[src/rtl/tilemap_pkg.sv]
`default_nettype none
// ============================================================================
// Module      : tilemap_pkg
// Description : Shared definitions for the tilemap index RAM arbiter.
//               Grant tag encoding and tilemap geometry.
// Revision    : 1.0 - initial release
// ============================================================================
package tilemap_pkg;

    // Tilemap geometry: 22 x 17 cells, addressed as {row[4:0], col[4:0]}
    localparam int TILEMAP_CELLS_X = 22;
    localparam int TILEMAP_CELLS_Y = 17;

    // Grant tag recorded for the cycle after a RAM access is issued
    localparam logic [1:0] GNT_NONE = 2'd0;
    localparam logic [1:0] GNT_VID  = 2'd1;
    localparam logic [1:0] GNT_CPU  = 2'd2;
    localparam logic [1:0] GNT_CTL  = 2'd3;

endpackage : tilemap_pkg
`default_nettype wire

[src/rtl/rr_arb2.sv]
`default_nettype none
// ============================================================================
// Module      : rr_arb2
// Description : Two-requester round-robin picker with a single pointer bit.
//               req[0]/gnt[0] = CPU, req[1]/gnt[1] = control engine.
//               When both request, the pointer decides; a lone requester
//               always wins. After any grant the pointer moves to the other
//               requester; with no grant it holds.
// Ports       : clk, reset  - clock, synchronous active-high reset
//               req[1:0]    - eligible requesters (already masked)
//               gnt[1:0]    - one-hot grant, combinational
// Revision    : 1.0 - initial release
// ============================================================================
module rr_arb2 (
    input  logic       clk,
    input  logic       reset,
    input  logic [1:0] req,
    output logic [1:0] gnt
);

    // 0: req[0] has priority, 1: req[1] has priority
    logic ptr_q;
    logic ptr_d;

    always_comb begin
        gnt   = 2'b00;
        ptr_d = ptr_q;
        if (req == 2'b11) begin
            gnt = ptr_q ? 2'b10 : 2'b01;
        end else begin
            gnt = req;
        end
        if (gnt[0]) begin
            ptr_d = 1'b1;
        end else if (gnt[1]) begin
            ptr_d = 1'b0;
        end
    end

    always_ff @(posedge clk) begin
        if (reset) begin
            ptr_q <= 1'b0;
        end else begin
            ptr_q <= ptr_d;
        end
    end

endmodule : rr_arb2
`default_nettype wire

[src/rtl/tilemapram_arbiter.sv]
`default_nettype none
// ============================================================================
// Module      : tilemapram_arbiter
// Description : Arbitrates the single-port tilemap index RAM between the
//               video fetch path (absolute priority), the tilemap control
//               engine and the CPU (round-robin between the two). The control
//               engine can lock out new CPU grants with ctl_lock.
// Ports       : clk, reset                    - clock, sync active-high reset
//               vid_req/vid_addr               - video read request
//               vid_data/vid_valid             - video read response
//               ctl_req/wr/addr/din/lock       - control engine request
//               ctl_dout/ctl_ack               - control engine response
//               cpu_req/wr/addr/din            - CPU request
//               cpu_dout/cpu_ack/cpu_wait      - CPU response
//               ram_addr/ram_we/ram_din        - RAM pins, combinational
//               ram_dout                       - RAM data, 1-cycle latency
// Revision    : 1.0 - initial release
// ============================================================================
module tilemapram_arbiter
    import tilemap_pkg::*;
#(
    parameter int RAM_WIDTH = 10
) (
    input  logic                 clk,
    input  logic                 reset,
    input  logic                 vid_req,
    input  logic [RAM_WIDTH-1:0] vid_addr,
    output logic [7:0]           vid_data,
    output logic                 vid_valid,
    input  logic                 ctl_req,
    input  logic                 ctl_wr,
    input  logic [RAM_WIDTH-1:0] ctl_addr,
    input  logic [7:0]           ctl_din,
    input  logic                 ctl_lock,
    output logic [7:0]           ctl_dout,
    output logic                 ctl_ack,
    input  logic                 cpu_req,
    input  logic                 cpu_wr,
    input  logic [RAM_WIDTH-1:0] cpu_addr,
    input  logic [7:0]           cpu_din,
    output logic [7:0]           cpu_dout,
    output logic                 cpu_ack,
    output logic                 cpu_wait,
    output logic [RAM_WIDTH-1:0] ram_addr,
    output logic                 ram_we,
    output logic [7:0]           ram_din,
    input  logic [7:0]           ram_dout
);

    logic [1:0] gnt_q, gnt_d;
    logic       wr_q, wr_d;
    logic [7:0] cpu_dout_q, cpu_dout_d;
    logic [7:0] ctl_dout_q, ctl_dout_d;

    logic       w_cpu_elig;
    logic       w_ctl_elig;
    logic [1:0] w_rr_req;
    logic [1:0] w_rr_gnt;
    logic       w_cpu_rd_done;
    logic       w_ctl_rd_done;

    // A requester whose access was granted last cycle is in its ack cycle and
    // must not be re-granted yet, even though its req is still high.
    assign w_cpu_elig = cpu_req & ~ctl_lock & (gnt_q != GNT_CPU);
    assign w_ctl_elig = ctl_req & (gnt_q != GNT_CTL);

    // Video takes the slot outright; masking here keeps the rr pointer frozen.
    assign w_rr_req = {w_ctl_elig, w_cpu_elig} & {2{~vid_req}};

    rr_arb2 u_rr_arb2 (
        .clk   (clk),
        .reset (reset),
        .req   (w_rr_req),
        .gnt   (w_rr_gnt)
    );

    // Grant selection and RAM pin mux
    always_comb begin
        gnt_d    = GNT_NONE;
        wr_d     = 1'b0;
        ram_addr = '0;
        ram_we   = 1'b0;
        ram_din  = 8'h00;
        if (vid_req) begin
            gnt_d    = GNT_VID;
            ram_addr = vid_addr;
        end else if (w_rr_gnt[0]) begin
            gnt_d    = GNT_CPU;
            wr_d     = cpu_wr;
            ram_addr = cpu_addr;
            ram_we   = cpu_wr;
            ram_din  = cpu_din;
        end else if (w_rr_gnt[1]) begin
            gnt_d    = GNT_CTL;
            wr_d     = ctl_wr;
            ram_addr = ctl_addr;
            ram_we   = ctl_wr;
            ram_din  = ctl_din;
        end
        // No RAM write may slip through while the system is in reset
        if (reset) begin
            ram_we = 1'b0;
        end
    end

    // Responses for the access granted last cycle; gating with reset drops an
    // ack that was in flight when reset arrived.
    always_comb begin
        vid_valid     = (gnt_q == GNT_VID) & ~reset;
        cpu_ack       = (gnt_q == GNT_CPU) & ~reset;
        ctl_ack       = (gnt_q == GNT_CTL) & ~reset;
        cpu_wait      = cpu_req & ~cpu_ack;
        w_cpu_rd_done = cpu_ack & ~wr_q;
        w_ctl_rd_done = ctl_ack & ~wr_q;

        vid_data   = vid_valid ? ram_dout : 8'h00;
        // Read data is visible during the ack cycle and held afterwards
        cpu_dout_d = w_cpu_rd_done ? ram_dout : cpu_dout_q;
        ctl_dout_d = w_ctl_rd_done ? ram_dout : ctl_dout_q;
        cpu_dout   = cpu_dout_d;
        ctl_dout   = ctl_dout_d;
    end

    always_ff @(posedge clk) begin
        if (reset) begin
            gnt_q      <= GNT_NONE;
            wr_q       <= 1'b0;
            cpu_dout_q <= 8'h00;
            ctl_dout_q <= 8'h00;
        end else begin
            gnt_q      <= gnt_d;
            wr_q       <= wr_d;
            cpu_dout_q <= cpu_dout_d;
            ctl_dout_q <= ctl_dout_d;
        end
    end

endmodule : tilemapram_arbiter
`default_nettype wire

[config.mk]
export PLATFORM = sky130hd
export DESIGN_NAME = tilemapram_arbiter
export DESIGN_NICKNAME = d
export VERILOG_FILES = /design/src/rtl/tilemap_pkg.sv /design/src/rtl/rr_arb2.sv /design/src/rtl/tilemapram_arbiter.sv
export SDC_FILE = /design/constraint.sdc
export NUM_CORES = 1
export LEC_CHECK = 0
export ABC_AREA = 1
export CAP_MARGIN = 20
export CELL_PAD_IN_SITES_DETAIL_PLACEMENT = 0
export CELL_PAD_IN_SITES_GLOBAL_PLACEMENT = 1
export CORE_AREA = 4 4 93 95
export DETAILED_ROUTE_END_ITERATION = 16
export DIE_AREA = 0 0 97 99
export PLACE_DENSITY = 0.71
export SYNTH_ARGS = -nofsm -noshare
export SYNTH_HDL_FRONTEND = slang
export SYNTH_SLANG_ARGS = --single-unit
export TNS_END_PERCENT = 30
[constraint.sdc]
create_clock -name clk -period 1.2 [get_ports clk]
set_input_delay 0.24 -clock clk [delete_from_list [all_inputs] [get_ports clk]]
set_output_delay 0.24 -clock clk [all_outputs]
set_load 0.02 [all_outputs]
Yosys cells after proc, flatten, opt, wreduce, memory -nomap -nowiden

Index checks and enable logic that the tools add are counted.

Bits in registers: 20
Input bits: 62
Output and inout port bits: 47
Logic and storage cells: 49

Eq/ne operators: 6
Multiplexer cells: 20
Bitwise gates (word level): 15
Reduce and logical (&&, ||, !) cells: 2

Operator list:

| operator           | number |
|---|---|
| $mux 8             | 6 |
| $mux 10            | 3 |
| $and 1x1->1        | 9 |
| $mux 2             | 4 |
| $mux 1             | 7 |
| $eq 2x2->1 const B | 3 |
| $not 1->1          | 5 |
| $ne 2x2->1 const B | 2 |
| $and 2x2->2        | 1 |
| $eq 2x1->1 const B | 1 |
| $reduce_bool 2->1  | 1 |
| $reduce_or 2->1    | 1 |

Logic depth before layout (Yosys ltp)

Gate-level depths: netlist of run 1.

Depth after elaboration: 10
Gate-level depth with buffers: 8
Gate-level depth less buffers: 7

By module

Synthesis of run 1 repeated with hierarchy kept, for this count alone.

Cells, all modules: 245
Area total of the unflattened synthesis: 1368.8 um2

By module, submodules not included:

| module             | times used | cells an instance | area an instance (um2) | sequential area each (um2) |
|---|---|---|---|---|
| tilemapram_arbiter | 1          | 235               | 1307.5                 | 380.4 |
| rr_arb2            | 1          | 10                | 61.3                   | 20.0 |

Worst setup path before layout of run 1

Ideal clock, no wire load.

Path type: input -> output
Start point: input port reset
End point: output port vid_data[0]
Arrival: 1532 ps
Data required time: 960 ps
Setup slack: -572 ps
Stages: 4
Buffers on the path: 1
Path through: buf_2 > nor3_1 > inv_1 > nor2_1

Word-level cells in the longest chain between the ends: 3

Ends and longest elaborated chain:

| element            | RTL line                  | text |
|---|---|---|
| start: declaration | tilemapram_arbiter.sv:25  | `input logic reset,` |
| $not 1->1          | tilemapram_arbiter.sv:109 | `vid_valid = (gnt_q == GNT_VID) & ~reset;` |
| $and 1x1->1        | tilemapram_arbiter.sv:109 |  |
| net vid_valid      | tilemapram_arbiter.sv:29  | `output logic vid_valid,` |
| $mux 8             | tilemapram_arbiter.sv:116 | `vid_data = vid_valid ? ram_dout : 8'h00;` |
| end: declaration   | tilemapram_arbiter.sv:28  | `output logic [7:0] vid_data,` |

The timed path passes the listed nets, and every way through them passes these cells.

Final worst setup path of run 1

Start point: register gnt_q[0]
End point: output port cpu_dout[6]

Word-level cells in the longest chain between the ends: 4

Ends and longest elaborated chain:

| element                  | RTL line                  | text |
|---|---|---|
| start: declaration       | tilemapram_arbiter.sv:50  | `logic [1:0] gnt_q, gnt_d;` |
| start signal: assignment | tilemapram_arbiter.sv:131 | `gnt_q <= gnt_d;` |
| $eq 2x2->1               | tilemapram_arbiter.sv:110 | `cpu_ack = (gnt_q == GNT_CPU) & ~reset;` |
| $and 1x1->1              | tilemapram_arbiter.sv:110 |  |
| $and 1x1->1              | tilemapram_arbiter.sv:113 | `w_cpu_rd_done = cpu_ack & ~wr_q;` |
| $mux 8                   | tilemapram_arbiter.sv:118 | `cpu_dout_d = w_cpu_rd_done ? ram_dout : cpu_dout_q;` |
| end: declaration         | tilemapram_arbiter.sv:41  | `output logic [7:0] cpu_dout,` |

No other way between the ends.

==> results of run 1 <==
metrics by stage:
stage / util / power, mW
6_report: 0.440 / 2.26
5_1_grt: 0.440 / 2.40
4_1_cts: 0.429 / 2.27
3_5_place_dp: 0.390 / 1.61
3_3_place_gp: 0.390 / 1.60
2_1_floorplan: - / 1.08
layer usage:
layer  track usage  wire (um)  up-vias
li1              -          -     1035
met1         0.163       2750      892
met2         0.212       2830       78
met3        0.0333        394        6
met4        0.0205         55        0
met5             0          0        -
how the worst min path moves through the flow:
| stage | startpoint | endpoint | cells after the start | slack, ps |
|---|---|---|---|---|
| 3_5_place_dp | ctl_dout_q[6] | ctl_dout_q[6] | 4 | 520 |
| 4_1_cts | vid_req | gnt_q[0] | 4 | 490 |
| 5_1_grt | ctl_req | gnt_q[1] | 4 | 410 |
| 2_1_floorplan | ram_dout[5] | cpu_dout_q[5] | 2 | 380 |
| 6_report | ctl_req | gnt_q[1] | 4 | 410 |
| 3_3_place_gp | ctl_dout_q[1] | ctl_dout_q[1] | 4 | 510 |
Yosys cell counts:
cell / instances / area share
clkbuf_1: 2 / 0.0054
buf_4: 1 / 0.0054
nor2_2: 2 / 0.0090
dfxtp_1: 20 / 0.29
inv_1: 48 / 0.13
o21ai_0: 1 / 0.0036
buf_1: 1 / 0.0027
nor2_1: 25 / 0.068
nand3_2: 2 / 0.014
o21ai_2: 8 / 0.051
buf_6: 2 / 0.016
inv_4: 1 / 0.0045
buf_2: 3 / 0.011
nand2_4: 2 / 0.016
nand4_1: 1 / 0.0045
nand2_2: 4 / 0.018
a21oi_1: 4 / 0.014
nor2_4: 2 / 0.016
nand2_1: 61 / 0.17
nand3_1: 40 / 0.14
inv_2: 3 / 0.0081
nor3_1: 1 / 0.0036
cells by family (layout without fill, tap and decap cells):
logic type	Yosys count	after routing	share of synthesized area
AOI/OAI and AO/OA	13	13	0.0686
buffers and inverters	61	224	0.183
DFF	20	20	0.289
and+or+nand+nor	140	141	0.459
power by group through the flow:
| stage | combinational [mW] | clock (mW) | sequential (mW) |
|---|---|---|---|
| 6_report | 0.965 | 0.597 | 0.698 |
| 5_1_grt | 1.04 | 0.660 | 0.700 |
| 4_1_cts | 0.946 | 0.624 | 0.698 |
| 3_5_place_dp | 0.896 | 0 | 0.712 |
| 3_3_place_gp | 0.894 | 0 | 0.711 |
| 2_1_floorplan | 0.368 | 0 | 0.712 |
area by class of cell:
| class | count | area (um^2) |
|---|---|---|
| fill | 780 | 4330 |
| timing repair buffer | 166 | 1550 |
| multi-input combinational | 154 | 1030 |
| sequential | 20 | 408 |
| inverter | 52 | 208 |
| tap | 102 | 128 |
| clock buffer | 4 | 66.3 |
| timing repair inverter | 2 | 15.0 |
timing repair:
item                       in CTS  in global routing
resized for setup             273                 30
setup endpoints to repair      65                 66
gates cloned                    3                  0
buffers inserted               18                  6
pin swaps                      21                 17
sequential cells by signal (all words and copies together) (netlist names):
register and cells:
cpu_dout_q 8, ctl_dout_q 8, gnt_q 2, u_rr_arb2.ptr_q 1, wr_q 1
worst max-delay path, delay by kind of cell, from the launching register on:
family | cells | cell delay (ps)
DFF | 1 | 370
buffers and inverters | 4 | 370
and+or+nand+nor | 3 | 330
AOI/OAI and AO/OA | 1 | 180
==> qor.yml, run 1 <==
setup_path:
  r2r-end: "ctl_dout_q[5]"
  reg2reg_depth: 10
  critPathKind: "reg2out"
  crit_top_cell: "buf_6"
  slowest_stage: "dfxtp_4"
  worstPathRequired_ps: 960
  crit_path_start_kind: "flip-flop"
  cp_slowest_stage_delay_ps: 370
  reg2reg_slack_ps: -240
  cp-end-kind: "output port"
  r2r-start: "gnt_q[0]"
  crit_end: "cpu_dout[6]"
  cp_max_fo: 8
  crit_start: "gnt_q[0]"
  arrival_ps: 1510
  cp_cell_sequence: "inv_4, nand2_4, nor2_4, buf_6, nand2_8, o21ai_4, inv_2, buf_6"
timing:
  hold_ws_ps: 406
  rsz0062_at_grt: "true"
  relSlewSlack: 0.839
  period_share: 1.46
  tightest_slew_ps: 241
  clock_skew_ps: 9.94
  clock.fmax_ghz: 0.571
  tns_ps: -22760
  setup_ws_ps: -550
  slew_viol_final: 0
  period_needed_ps: 1750
  finalSetupViolations: 58
  final-hold-violation-count: 0
clock_network:
  holdBufCountCts: 0
  cts-htree-levels: 1
  cts.path.max_buffers: 2
  cts_tree: "yes"
  clock_sinks: 20
  cts_buffers: 3
  insertion_delay_ps: 260
  clk_pin_slew_ps: 70
  cts_root_buf: "clkbuf_8"
layout:
  final_common_cell: "clkdlybuf4s50_1"
  finalNonFillerCells: 500
  final_cell_mix: "clkdlybuf4s50_1 (56), nand2_1 (51), buf_4 (49)"
  num-nets-final: 461
  area_delta_synth_final_pct: 145
  design_area_um2: 3400
  drive_gt1_frac: 0.465
  num_antenna_cells: 0
grt:
  antenna_found_initial: 0
  grt_pass1_wl_mm: 10.0
  grt_start_max_net_pins: 17
  grt_pass1_vias: 2088
  gr-usage-all-layers: 0.125
  overflow: 0
detailed_routing:
  drt_first_pass_iters: 4
  ant_nets: 0
  viasPerCell: 4.02
  routed_wirelength_mm: 6.03
  drc: 0
  vias: 2011
  wire_per_inst_um: 12.1
  drtIter0Drc: 67
run_status:
  violations: "setup timing"
  status: "complete, but fails checks"
yosys:
  yosys_warnings: 0
  synth.cell_area_um2: 1390
  postSynthCellCount: 234
  yosysUniqueCellTypes: 22
  syn_area_per_cell_um2: 5.92
  syn_nets: 296
  ys_seq_elements: 20
  seq_area_frac_synth: 0.289
power_and_ir_drop:
  p_leak_nw: 1.68
  power_frac_comb: 0.427
  peakVddDrop_mv: 0.410
  power_switching_mw: 0.707
  swShare: 0.313
  p_per_area_nw_per_um2: 665
  power_frac_clock: 0.264
  seqPwrFrac: 0.309
  internal_power_mw: 1.55
placement:
  pre_cts_slack_ps: -1080
  place_area_um2: 3010
  numPlacedInstances: 477
  place_congestion: 0.879
  dp_hpwl_mm: 4.46
  io_buffers: 108
floorplanning:
  core.rowCount: 32
  pin_count: 109
  start_util: 0.179
  dieWidth_um: 97
  die-area_um2: 9600
  core_area_um2: 7730
  die_y_um: 99
run:
  cap_violations: 0
min_path:
  holdCritPathClass: "in2reg"
No activity file was read; power rests on OpenSTA's default activity.
==> run 2, diff against run 1 <==
- CORE_AREA: 4 4 93 95 -> 2 2 91 93
- DIE_AREA: 0 0 97 99 -> 0 0 93 95
==> run 2 against run 1 <==
Net effect:
- the flow still finishes with violations (setup timing)
- first-iteration DRC count fell by 16%
- sequential share of layout area fell by 0.61 points
- combinational power rose by 12%
- register-to-register slack got worse by 110 ps
- flip-flop and latch count did not move
- clock power fell by 24%
- critical path depth fell by 1
- final area rose by 5.4%
- utilization rose by 1.2 points
- critical path type unchanged
==> qor.yml, run 2 (synthesized netlist as in run 1, its figures left out) <==
grt:
  grt_pass1_wl_mm: 8.96
  antenna_found_initial: 0
  gr-usage-all-layers: 0.125
  overflow: 0
  grt_start_max_net_pins: 20
  grt_pass1_vias: 1897
run_status:
  violations: "setup timing"
  status: "complete, but fails checks"
setup_path:
  worstPathRequired_ps: 960
  arrival_ps: 1540
  crit_path_start_kind: "flip-flop"
  cp_max_fo: 8
  critPathKind: "reg2out"
  cp-end-kind: "output port"
timing:
  rsz0062_at_grt: "true"
  tightest_slew_ps: 280
  period_needed_ps: 1780
  slew_viol_final: 0
  setup_ws_ps: -583
  relSlewSlack: 0.813
  finalSetupViolations: 57
  clock.fmax_ghz: 0.561
  period_share: 1.49
  tns_ps: -23180
  final-hold-violation-count: 0
  clock_skew_ps: 1.04
clock_network:
  clock_sinks: 20
  cts-htree-levels: 1
  clk_pin_slew_ps: 70
  cts_root_buf: "clkbuf_8"
  cts.path.max_buffers: 2
  insertion_delay_ps: 260
  holdBufCountCts: 0
  cts_buffers: 3
  cts_tree: "yes"
placement:
  place_congestion: 0.756
  dp_hpwl_mm: 3.96
  pre_cts_slack_ps: -1070
  io_buffers: 108
power_and_ir_drop:
  power_switching_mw: 0.716
  power_frac_clock: 0.204
  p_per_area_nw_per_um2: 622
  peakVddDrop_mv: 0.453
  swShare: 0.321
  internal_power_mw: 1.51
  seqPwrFrac: 0.313
  power_frac_comb: 0.483
  p_leak_nw: 1.75
floorplanning:
  pin_count: 109
  dieWidth_um: 93
  die-area_um2: 8840
  core_area_um2: 7930
  core.rowCount: 33
  die_y_um: 95
  start_util: 0.175
detailed_routing:
  wire_per_inst_um: 11.4
  drtIter0Drc: 56
  viasPerCell: 3.98
  ant_nets: 0
  drc: 0
  routed_wirelength_mm: 5.74
  drt_first_pass_iters: 4
  vias: 2000
layout:
  num_antenna_cells: 0
  regArea_um2: 408
  multiInputGateArea_um2: 1120
  area_delta_synth_final_pct: 158
  final_cell_mix: "clkdlybuf4s50_1 (56), buf_6 (49), buf_4 (49)"
  num-nets-final: 460
  drive_gt1_frac: 0.506
  fillers: 800
  top_regs: "cpu_dout_q (8), ctl_dout_q (8), gnt_q (2)"
  final_common_cell: "clkdlybuf4s50_1"
run:
  cap_violations: 0
min_path:
  holdCritPathClass: "in2reg"
[run 2: changes by cell type in the layout (fill, tap and decap cells not counted), moves of 3 or more]
cell and change:
nor2_1 +3, nand2_1 -15, nand3_2 +11, inv_6 -3
inv_2 -5, buf_6 +14, buf_2 -13, nand3_1 -11
inv_1 +4, nand2_2 +11, nand2_4 +4
[run 2: cell type report]
type,count,area share
clock buffers,4,0.0126
multi-input cells,154,0.313
inverters,52,0.0594
flip-flops and latches,20,0.114
repair buffers,167,0.464
well taps,105,0.0367
[run 2: stage by stage]
step	hold WS [ps]	power [mW]	utilization	std cells	instance area [um^2]
floorplan	380	1.08	-	234	1520
global placement	513	1.59	0.378	479	3000
detailed placement	517	1.59	0.378	479	3000
CTS	507	2.14	0.411	495	3260
global route	530	2.36	0.452	502	3580
finish	523	2.23	0.452	502	3580
[run 2: power by group through the flow]
| stage | Sequential (mW) | Combinational [mW] | Clock, mW |
|---|---|---|---|
| 3_5_place_dp | 0.712 | 0.881 | 0 |
| 6_report | 0.698 | 1.08 | 0.455 |
| 3_3_place_gp | 0.712 | 0.879 | 0 |
| 2_1_floorplan | 0.712 | 0.368 | 0 |
| 5_1_grt | 0.700 | 1.15 | 0.505 |
| 4_1_cts | 0.698 | 0.964 | 0.478 |
[run 2: path summary, 6_finish.rpt]
check	start	endpoint	slack, ps	cells after the start
setup / recovery	gnt_q[0]	cpu_dout[0]	-580	7
hold / removal	ctl_req	gnt_q[1]	520	4
setup reg to reg	gnt_q[0]	cpu_dout_q[6]	-350	10
hold reg to reg	ctl_dout_q[2]	ctl_dout_q[2]	530	4
[run 2: metal layers]
layer / vias to the layer above / routed length (um) / global-route usage
li1: 1037 / - / -
met1: 893 / 2370 / 0.159
met2: 63 / 2850 / 0.213
met3: 7 / 473 / 0.0367
met4: 0 / 51 / 0.0233
met5: - / 0 / 0
[run 2: worst max-delay path, stage by stage, from the launching register on]
cell	delay, ps
dfxtp_4	370
inv_4	60
nand2_4	70
nor2_4	270
nand2_8	150
o21ai_4	190
inv_2	50
buf_6	120
[run 2: timing repair]
item	in CTS	in global routing
pin swaps	21	16
gates resized for setup	279	70
setup endpoints to repair	61	64
gates cloned	3	1
buffers inserted	9	6
